$ cat src/rtl/tx_frame_serializer_if.sv
// Handshake and data bundle between the TX input register and the frame serializer.
// The master side drives the packet and start request; the slave side returns the serial line and status.
interface tx_frame_serializer_if;
    logic         start;
    logic         packet_ready;
    logic [135:0] tx_packet;
    logic         test_mode;
    logic         tx_serial;
    logic         tx_valid;
    logic         busy;
    logic         done;
    logic [7:0]   crc_out;

    modport master (
        output start, packet_ready, tx_packet, test_mode,
        input  tx_serial, tx_valid, busy, done, crc_out
    );

    modport slave (
        input  start, packet_ready, tx_packet, test_mode,
        output tx_serial, tx_valid, busy, done, crc_out
    );
endinterface

$ cat src/rtl/tx_frame_serializer.sv
// Serialises a latched packet MSB-first: header, L payload bytes, then a CRC-8 byte.
// Test mode flips CRC bit 0 so the receiver's error detection can be exercised.
module tx_frame_serializer #(
    parameter int unsigned CLKS_PER_BIT = 1,
    parameter logic [7:0]  CRC_POLY     = 8'h07,
    parameter logic [7:0]  CRC_INIT     = 8'h00
) (
    input  logic                 clk,
    input  logic                 rst,
    tx_frame_serializer_if.slave bus
);
    typedef enum logic [2:0] {S_IDLE, S_HEADER, S_PAYLOAD, S_CRC, S_FINISH} state_t;

    localparam logic [7:0] TICK_LAST = 8'(CLKS_PER_BIT - 1);

    state_t       r_state;
    logic [135:0] r_packet;
    logic         r_test_mode;
    logic [7:0]   r_crc;
    logic [7:0]   r_crc_out;
    logic [7:0]   r_tick;
    logic [2:0]   r_bit_cnt;
    logic [3:0]   r_byte_cnt;
    logic         r_tx_serial;
    logic         r_tx_valid;
    logic         r_busy;
    logic         r_done;

    logic [7:0]   w_payload [16];
    logic [3:0]   w_len;
    logic [7:0]   w_crc_next;
    logic [7:0]   w_crc_sent;
    logic [7:0]   w_crc_enter;
    logic [7:0]   w_cur_byte;
    logic         w_bit_end;
    logic         w_accept;

    function automatic logic [7:0] crc_step(input logic [7:0] c, input logic b);
        logic fb;
        fb = c[7] ^ b;
        return {c[6:0], 1'b0} ^ (fb ? CRC_POLY : 8'h00);
    endfunction

    generate
        for (genvar gi = 0; gi < 16; gi++) begin : g_payload
            assign w_payload[gi] = r_packet[127 - 8*gi -: 8];
        end
    endgenerate

    assign w_len       = r_packet[131:128];
    assign w_bit_end   = (r_tick == TICK_LAST);
    assign w_crc_next  = crc_step(r_crc, r_tx_serial);
    // r_crc is frozen during the CRC byte, so the sent value can be derived on the fly.
    assign w_crc_sent  = r_crc ^ {7'b0, r_test_mode};
    assign w_crc_enter = w_crc_next ^ {7'b0, r_test_mode};
    assign w_accept    = bus.start && bus.packet_ready &&
                         (r_state == S_IDLE || r_state == S_FINISH);

    always_comb begin
        w_cur_byte = w_crc_sent;
        if (r_state == S_HEADER)
            w_cur_byte = r_packet[135:128];
        else if (r_state == S_PAYLOAD)
            w_cur_byte = w_payload[r_byte_cnt];
    end

    always_ff @(posedge clk) begin
        if (rst) begin
            r_state     <= S_IDLE;
            r_packet    <= '0;
            r_test_mode <= 1'b0;
            r_crc       <= 8'h00;
            r_crc_out   <= 8'h00;
            r_tick      <= 8'h00;
            r_bit_cnt   <= 3'd0;
            r_byte_cnt  <= 4'd0;
            r_tx_serial <= 1'b0;
            r_tx_valid  <= 1'b0;
            r_busy      <= 1'b0;
            r_done      <= 1'b0;
        end else begin
            r_done <= 1'b0;
            if (w_accept) begin
                r_packet    <= bus.tx_packet;
                r_test_mode <= bus.test_mode;
                r_crc       <= CRC_INIT;
                r_tick      <= 8'h00;
                r_bit_cnt   <= 3'd0;
                r_byte_cnt  <= 4'd0;
                r_tx_serial <= bus.tx_packet[135];
                r_tx_valid  <= 1'b1;
                r_busy      <= 1'b1;
                r_state     <= S_HEADER;
            end else begin
                case (r_state)
                    S_IDLE: ;
                    S_FINISH: begin
                        r_busy  <= 1'b0;
                        r_state <= S_IDLE;
                    end
                    S_HEADER, S_PAYLOAD, S_CRC: begin
                        if (!w_bit_end) begin
                            r_tick <= r_tick + 8'd1;
                        end else begin
                            r_tick <= 8'h00;
                            if (r_state != S_CRC)
                                r_crc <= w_crc_next;
                            if (r_bit_cnt != 3'd7) begin
                                r_bit_cnt   <= r_bit_cnt + 3'd1;
                                r_tx_serial <= w_cur_byte[3'd6 - r_bit_cnt];
                            end else begin
                                r_bit_cnt <= 3'd0;
                                if (r_state == S_HEADER && w_len != 4'd0) begin
                                    r_state     <= S_PAYLOAD;
                                    r_byte_cnt  <= 4'd0;
                                    r_tx_serial <= w_payload[0][7];
                                end else if (r_state == S_PAYLOAD && r_byte_cnt != w_len - 4'd1) begin
                                    r_byte_cnt  <= r_byte_cnt + 4'd1;
                                    r_tx_serial <= w_payload[r_byte_cnt + 4'd1][7];
                                end else if (r_state != S_CRC) begin
                                    r_state     <= S_CRC;
                                    r_tx_serial <= w_crc_enter[7];
                                end else begin
                                    r_state     <= S_FINISH;
                                    r_tx_serial <= 1'b0;
                                    r_tx_valid  <= 1'b0;
                                    r_done      <= 1'b1;
                                    r_crc_out   <= w_crc_sent;
                                end
                            end
                        end
                    end
                    default: r_state <= S_IDLE;
                endcase
            end
        end
    end

    assign bus.tx_serial = r_tx_serial;
    assign bus.tx_valid  = r_tx_valid;
    assign bus.busy      = r_busy;
    assign bus.done      = r_done;
    assign bus.crc_out   = r_crc_out;
endmodule
$ cat src/flat_wrapper.sv
// flat-port wrapper written by rule: the top's interface ports become plain ports
module tx_frame_serializer_flat 
#(
    parameter int unsigned CLKS_PER_BIT = 1,
    parameter logic [7:0]  CRC_POLY     = 8'h07,
    parameter logic [7:0]  CRC_INIT     = 8'h00
)
  (clk, rst, bus_start, bus_packet_ready, bus_tx_packet, bus_test_mode, bus_tx_serial, bus_tx_valid, bus_busy, bus_done, bus_crc_out);
  tx_frame_serializer_if bus_i ();
  input  logic clk;
  input  logic rst;
  input wire logic [$bits(bus_i.start)-1:0] bus_start;
  input wire logic [$bits(bus_i.packet_ready)-1:0] bus_packet_ready;
  input wire logic [$bits(bus_i.tx_packet)-1:0] bus_tx_packet;
  input wire logic [$bits(bus_i.test_mode)-1:0] bus_test_mode;
  output wire logic [$bits(bus_i.tx_serial)-1:0] bus_tx_serial;
  output wire logic [$bits(bus_i.tx_valid)-1:0] bus_tx_valid;
  output wire logic [$bits(bus_i.busy)-1:0] bus_busy;
  output wire logic [$bits(bus_i.done)-1:0] bus_done;
  output wire logic [$bits(bus_i.crc_out)-1:0] bus_crc_out;
  assign bus_i.start = bus_start;
  assign bus_i.packet_ready = bus_packet_ready;
  assign bus_i.tx_packet = bus_tx_packet;
  assign bus_i.test_mode = bus_test_mode;
  assign bus_tx_serial = bus_i.tx_serial;
  assign bus_tx_valid = bus_i.tx_valid;
  assign bus_busy = bus_i.busy;
  assign bus_done = bus_i.done;
  assign bus_crc_out = bus_i.crc_out;
  tx_frame_serializer #(.CLKS_PER_BIT(CLKS_PER_BIT), .CRC_POLY(CRC_POLY), .CRC_INIT(CRC_INIT)) u_core (.clk(clk), .rst(rst), .bus(bus_i));
endmodule
$ cat config.mk
export PLATFORM = sky130hd
export DESIGN_NAME = tx_frame_serializer_flat
export DESIGN_NICKNAME = d
export VERILOG_FILES = /design/src/rtl/tx_frame_serializer_if.sv /design/src/rtl/tx_frame_serializer.sv /design/src/flat_wrapper.sv
export SDC_FILE = /design/constraint.sdc
export NUM_CORES = 1
export LEC_CHECK = 0
export ABC_CLOCK_PERIOD_IN_PS = 2650
export CAP_MARGIN = 20
export CORE_MARGIN = 2
export CORE_UTILIZATION = 52
export CTS_CLUSTER_DIAMETER = 80
export DETAILED_ROUTE_END_ITERATION = 12
export PLACE_DENSITY = 0.76
export RECOVER_POWER = 100
export SETUP_SLACK_MARGIN = 0.05
export SLEW_MARGIN = 20
export SYNTH_ARGS = -nofsm -noshare
export SYNTH_HDL_FRONTEND = slang
export SYNTH_SLANG_ARGS = --single-unit
$ cat constraint.sdc
create_clock -name clk -period 2.65 [get_ports clk]
set_clock_uncertainty 0.05 [all_clocks]
set_input_delay 0.53 -clock clk [delete_from_list [all_inputs] [get_ports clk]]
set_output_delay 0.53 -clock clk [all_outputs]
set_load 0.01 [all_outputs]
==> impl_metrics.env, run 1 <==
export IMPL_status="finished, final reports clean"
export IMPL_crit_slowest_cell="or4b_1"
export IMPL_cts_buffers=17
export IMPL_synth_compound_area_share_pct=14.1
export IMPL_hpwl_um=14900
export IMPL_diodes=0
export IMPL_fmax_ghz=0.418
export IMPL_fin_area_mm2=0.0102
export IMPL_clk_pin_slew_ps=70
export IMPL_critPathMaxFanout=10
export IMPL_final_nets=1215
export IMPL_worst_slew_pin_slew_ps=1150
export IMPL_setup_viol=0
export IMPL_cts_sinks=175
export IMPL_p_per_area_mw_per_mm2=679
export IMPL_synthArstFlopShare_pct=0
export IMPL_critPathLaunchType="flip-flop"
export IMPL_wl_met2_um=10300
export IMPL_synth_fa_ha_area_share_pct=1.09
export IMPL_syn_nets=1090
export IMPL_clk_path_buf_depth=2
export IMPL_vias=7194
export IMPL_finalCritPeriodShare_pct=90.3
export IMPL_peakVddDrop_mv=0.469
export IMPL_critPathRequiredTime_ps=2910
export IMPL_maxSlewViolCount=0
export IMPL_synth_xor_area_share_pct=2.06
export IMPL_rsz0062_at_grt="false"
export IMPL_fp_dieW_um=128
export IMPL_ys_seq_area_share_pct=43.6
export IMPL_cts_resized_gates=0
export IMPL_post_cts_buffers=0
export IMPL_tritoncts="built"
export IMPL_grt_use_total_pct=27.0
export IMPL_core_area_mm2=0.0151
export IMPL_grt_max_degree=106
export IMPL_clock_root_buffer="clkbuf_16"
export IMPL_die_h_um=128
export IMPL_critPathKind="flip-flop to flip-flop"
export IMPL_min_path_type="flip-flop to flip-flop"
export IMPL_clk_latency_ps=430
export IMPL_path_cells="inv_1 -> ha_1 -> or4b_1 -> nor3_4 -> clkbuf_1 -> nand2_2 -> mux2i_1 -> nor2_1"
export IMPL_areaGrowthSynthToFinish_pct=27.5
export IMPL_critPathCaptureType="flip-flop"
export IMPL_synth_edff_count=0
export IMPL_slew_headroom_pct=23.2
export IMPL_period_minus_slack_ps=2390
export IMPL_highest_layer="met4"
export IMPL_grt_pass1_vias=6772
export IMPL_fin_util_pct=67.6
export IMPL_ys_types=65
export IMPL_synth_mux_area_fraction_pct=13.3
export IMPL_fp_row_count=45
export IMPL_antenna_found_initial=0
export IMPL_io_pin_count=153
export IMPL_placed_cell_area_mm2=0.00970
export IMPL_synth_area_mm2=0.00803
export IMPL_post_route_drc_count=0
export IMPL_overflow=0
export IMPL_yosysWarnings=0
export IMPL_htreeDepth=4
export IMPL_antenna_left=0
export IMPL_routabilityCongestion=0.924
export IMPL_dr_wl_met3_um=1100
export IMPL_postSynthCellCount=942
export IMPL_die_area_mm2=0.0164
export IMPL_synth_simple_gate_area_share_pct=21.2
export IMPL_synth_top_family_by_area="simple AND/OR/NAND/NOR gates"
export IMPL_firstDrtPassIters=5
export IMPL_maxCapViolCount=0
export IMPL_synth_ff_latch_count=175
export IMPL_max_stage_delay_ps=500
export IMPL_vias_per_cell=5.67
export IMPL_tns_ps=0
export IMPL_synth_flop_cell="dfxtp_1"
export IMPL_initialDrtViolationCount=567
export IMPL_initial_core_util_pct=53.0
export IMPL_port_buffers=152
export IMPL_syn_area_per_cell_um2=8.52
export IMPL_leakagePower_nw=3.62
export IMPL_holdBufCountCts=0
export IMPL_cp_arrival_ps=2650
export IMPL_final_layout_size_suffix_gt1_share_pct=8.80
export IMPL_hold_violations=0
export IMPL_grt_pass1_wl_um=34500
export IMPL_met1_length_um=9640
export IMPL_wl_per_cell_um=16.8
export IMPL_wl_um=21300
export IMPL_hold_ws_ps=403
-- final timing paths --
path,to,depth (start not counted),from,slack (ps)
max,u_core.r_crc[0],8,u_core.r_tick[0],260
min,u_core.r_packet[98],2,u_core.r_packet[98],400
max reg2reg,u_core.r_crc[0],8,u_core.r_tick[0],260
min reg2reg,u_core.r_packet[98],2,u_core.r_packet[98],400
-- state kept, by name, summed over array words and instances, names as in the netlist, 3 cells and up --
| signal | flops |
|---|---|
| u_core.r_packet | 136 |
| u_core.bus.crc_out | 8 |
| u_core.r_crc | 8 |
| u_core.r_tick | 8 |
| u_core.r_byte_cnt | 4 |
| u_core.r_bit_cnt | 3 |
| u_core.r_state | 3 |
-- Yosys cell counts (2+ instances only) --
cell type  instances  share of area (%)
clkbuf_8           3               0.51
buf_4              2               0.19
nand2_2            2               0.16
clkbuf_1          48                2.2
o2111ai_1          3               0.33
mux4_2            21                5.9
or4_1              2               0.19
xor2_1             8               0.87
dfxtp_1          175                 44
o211ai_1           2               0.19
a22oi_1            7               0.65
buf_6              4               0.56
xnor2_1            9               0.98
o221ai_1           2               0.22
mux2i_1           21                2.6
nand4_1            4               0.31
mux4_1            12                3.9
a21oi_1          157                9.8
ha_1               7                1.1
or3_1              2               0.16
nor3_1             6               0.37
o21bai_1           2               0.19
nor4_1             4               0.31
a2bb2oi_1          2               0.22
nand3_1           10               0.62
a211oi_1           6               0.56
a2111oi_0          3               0.33
nand3b_1           5               0.47
nand2b_1           2               0.16
buf_1              6               0.28
a31oi_1            4               0.31
buf_2              9               0.56
nor3b_1            4               0.37
mux2_2             6               0.84
o21ai_0            6               0.37
nor2_1            38                1.8
inv_1              6               0.28
nand2_1          305                 14
-- worst max-delay path: cells and delay by family, from the launching register on --
kind,cells,cell delay [ps]
and+or+nand+nor,4,1130
muxes,1,220
buffers and inverters,2,380
DFF,1,360
adders and majority gates,1,130
-- where the power goes --
| part | internal (mW) | switching, mW | leakage (nW) |
|---|---|---|---|
| clock network | 1.47 | 1.09 | 0.296 |
| registers | 2.86 | 0.140 | 1.43 |
| logic | 0.613 | 0.781 | 1.90 |
-- metal layers --
| metal | global-route usage [%] | up-vias |
|---|---|---|
| met4 | 7.63 | 0 |
| met3 | 5.51 | 20 |
| li1 | - | 3494 |
| met2 | 44.0 | 240 |
| met5 | 0 | - |
| met1 | 36.5 | 3440 |
-- cell type report --
type | instances | area [µm²]
flip-flops and latches | 175 | 3510
fillers | 1216 | 4910
clock inverters | 11 | 141
repair buffers | 178 | 1730
multi-input cells | 689 | 4150
inverters | 6 | 22.5
clock buffers | 21 | 460
well taps | 188 | 235
-- metrics by stage --
step | setup WS, ps | power [mW] | instances
floorplan | 535 | 3.91 | 942
global placement | 341 | 4.45 | 1236
CTS | 283 | 7.01 | 1268
finish | 257 | 6.95 | 1268
global route | 73.6 | 7.28 | 1268
detailed placement | 304 | 4.47 | 1236
-- cells by family after synthesis --
kind of cell               Yosys count
and+or+nand+nor                    402
AOI/OAI and AO/OA                  202
DFF                                175
buffers and inverters               78
muxes                               60
xor gates and xnor gates            18
adders and majority gates            7
-- cell usage in the layout (no fill, tap or decap), types with 4 or more instances in the layout --
cell / count
xor2_1: 8
xnor2_1: 9
clkbuf_16: 17
a31oi_1: 4
nand3b_1: 5
mux4_1: 12
mux2i_1: 21
clkdlybuf4s50_1: 138
a211oi_1: 6
nand2_1: 305
nor3b_1: 4
mux4_2: 21
nor4_1: 4
nand3_1: 10
inv_6: 5
nand4_1: 4
inv_1: 6
dlygate4sd3_1: 13
clkbuf_2: 4
a21oi_1: 157
nor3_1: 6
buf_4: 19
o21ai_0: 6
mux2_2: 6
ha_1: 7
dfxtp_1: 173
nor2_1: 38
a22oi_1: 7
No activity file was read; power rests on OpenSTA's default activity.
==> run 2: changes to the inputs <==
Settings changed: ABC_CLOCK_PERIOD_IN_PS 2650 to unset.
==> results of run 2 <==
No change in the layout: final DEF, timing and power equal those of run 1.
==> run 3: changes to the inputs <==
Settings changed: CORE_UTILIZATION 52 to 47, PLACE_DENSITY 0.76 to 0.72.
Clock period 2.65 ns to 2.2 ns, I/O delays scaled along.
==> run 3 against run 2 <==
Non-clock buffer count rose by 32. Hold slack got worse by 60 ps. Sequential power rose by 21%. Via count rose by 0.60%. Sequential share of layout area fell by 1.2 points. Utilization fell by 3.7 points. Register-to-register slack got worse by 170 ps. Critical path depth did not move. Largest cell class unchanged.
==> impl_metrics.env, run 3 (same netlist as run 1, synthesis figures left out) <==
export IMPL_io_pin_count=153
export IMPL_grt_max_degree=91
export IMPL_worst_path_buf_inv=0
export IMPL_crit_start="u_core.r_bit_cnt[0]"
export IMPL_crit_slowest_cell="or4_1"
export IMPL_die_area_mm2=0.0181
export IMPL_clk_path_buf_depth=2
export IMPL_post_cts_buffers=0
export IMPL_worst_slew_pin_slew_ps=487
export IMPL_die_h_um=135
export IMPL_largest_reg_flops=136
export IMPL_p_per_area_mw_per_mm2=803
export IMPL_port_buffers=152
export IMPL_antenna_left=0
export IMPL_wl_um=22200
export IMPL_critPathKind="flip-flop to flip-flop"
export IMPL_critPathRequiredTime_ps=2510
export IMPL_cts_buffers=17
export IMPL_clock_root_buffer="clkbuf_16"
export IMPL_areaGrowthSynthToFinish_pct=32.4
export IMPL_maxCapViolCount=0
export IMPL_cp_arrival_ps=2420
export IMPL_status="finished, final reports clean"
export IMPL_final_cell_mix="nand2_1 (307), dfxtp_1 (171), a21oi_1 (157)"
export IMPL_core_area_mm2=0.0166
export IMPL_diodes=0
export IMPL_grt_use_total_pct=24.8
export IMPL_period_minus_slack_ps=2120
export IMPL_grt_pass1_wl_um=35300
export IMPL_fin_area_mm2=0.0106
export IMPL_tritoncts="built"
export IMPL_htreeDepth=4
export IMPL_power_mw=8.54
export IMPL_peakVddDrop_mv=0.565
export IMPL_path_cells="ha_1 -> ha_1 -> nand3b_1 -> a21oi_1 -> o21ai_0 -> a211oi_1 -> or4_1 -> o21ai_1"
export IMPL_routabilityCongestion=0.895
export IMPL_overflow=0
export IMPL_cp_common_cell="ha_1"
export IMPL_fmax_ghz=0.472
export IMPL_hpwl_um=16000
export IMPL_hold_violations=0
export IMPL_firstDrtPassIters=5
export IMPL_vias=7237
export IMPL_rr_startpoint="u_core.r_bit_cnt[0]"
export IMPL_regMostFlops="u_core.r_packet"
export IMPL_crit_family="simple AND/OR/NAND/NOR gates"
export IMPL_critPathCaptureType="flip-flop"
export IMPL_cts_sinks=175
export IMPL_slew_headroom_pct=67.5
export IMPL_fillers=1432
export IMPL_grt_pass1_vias=6847
export IMPL_final_common_cell="nand2_1"
export IMPL_finalCritPeriodShare_pct=96.2
export IMPL_antenna_found_initial=0
export IMPL_final_layout_size_suffix_gt1_share_pct=11.9
export IMPL_min_from="rst"
export IMPL_initial_core_util_pct=48.2
export IMPL_holdBufCountCts=0
export IMPL_clk_pin_slew_ps=70
export IMPL_leakagePower_nw=3.80
export IMPL_setup_viol=0
export IMPL_maxSlewViolCount=0
export IMPL_rsz0062_at_grt="true"
export IMPL_critPathMaxFanout=5
export IMPL_clk_latency_ps=430
export IMPL_fp_dieW_um=135
export IMPL_initialDrtViolationCount=603
export IMPL_fp_row_count=47
export IMPL_critPathLaunchType="flip-flop"
export IMPL_placed_cell_area_mm2=0.0101
export IMPL_final_nets=1247
export IMPL_wl_per_cell_um=16.7
export IMPL_vias_per_cell=5.43
export IMPL_rrSetupSlack_ps=80
export IMPL_min_path_type="input pin to flip-flop"
export IMPL_max_stage_delay_ps=530
export IMPL_post_route_drc_count=0
run 3: cell count changes in the layout (fill, tap and decap cells not counted), sizes merged:
cell and change:
buf +33, clkbuf -3, clkinvlp +2, clkdlybuf4s50 +1, dlygate4sd3 -1
run 3: layout make-up:
type                            count  area (µm²)  share of cell area (%)
Multi-Input combinational cell    689        4170                    39.2
Sequential cell                   175        3510                    33.0
Timing Repair Buffer              210        2060                    19.4
Clock buffer                       19         443                    4.17
Tap cell                          220         275                    2.59
Clock inverter                     13         151                    1.42
Inverter                            6        22.5                   0.212
run 3: report_power, final:
group	total, mW	internal [mW]	switching [mW]	leakage [nW]
Sequential	3.63	3.44	0.188	1.43
Clock	3.05	1.73	1.32	0.289
Combinational	1.85	0.873	0.980	2.09
run 3: repair_timing:
item	CTS	global route
resized for setup	0	7
pin swaps	1	1
endpoints found under the setup margin	1	5
run 3: per-layer routing:
metal	global-route usage (%)	part of all wire, %	wire length, µm	vias to the layer above
li1	-	-	-	3565
met4	7.60	2.0	453	0
met3	3.90	6.3	1400	30
met1	34.4	45	9970	3386
met5	0	0	0	-
met2	40.0	47	10400	256
run 3: stage by stage:
stage | util, % | hold slack, ps | instances | worst slack (ps) | TNS [ps]
after floorplan | - | 382 | 942 | 84.8 | 0
after global placement | 60.4 | 389 | 1300 | 1.37 | 0
after detailed placement | 60.4 | 393 | 1300 | 14.2 | 0
after CTS | 64.0 | 333 | 1332 | 78.3 | 0
after global routing | 63.9 | 359 | 1332 | -9.96 | -9.96
final | 63.9 | 344 | 1332 | 82.6 | 0
run 3: worst paths after layout:
check | endpoint | cells after the start
hold / removal | u_core.bus.crc_out[3] | 2
hold reg to reg | u_core.r_packet[56] | 2
setup reg to reg | u_core.bus.tx_serial | 8
setup / recovery | u_core.bus.tx_serial | 8
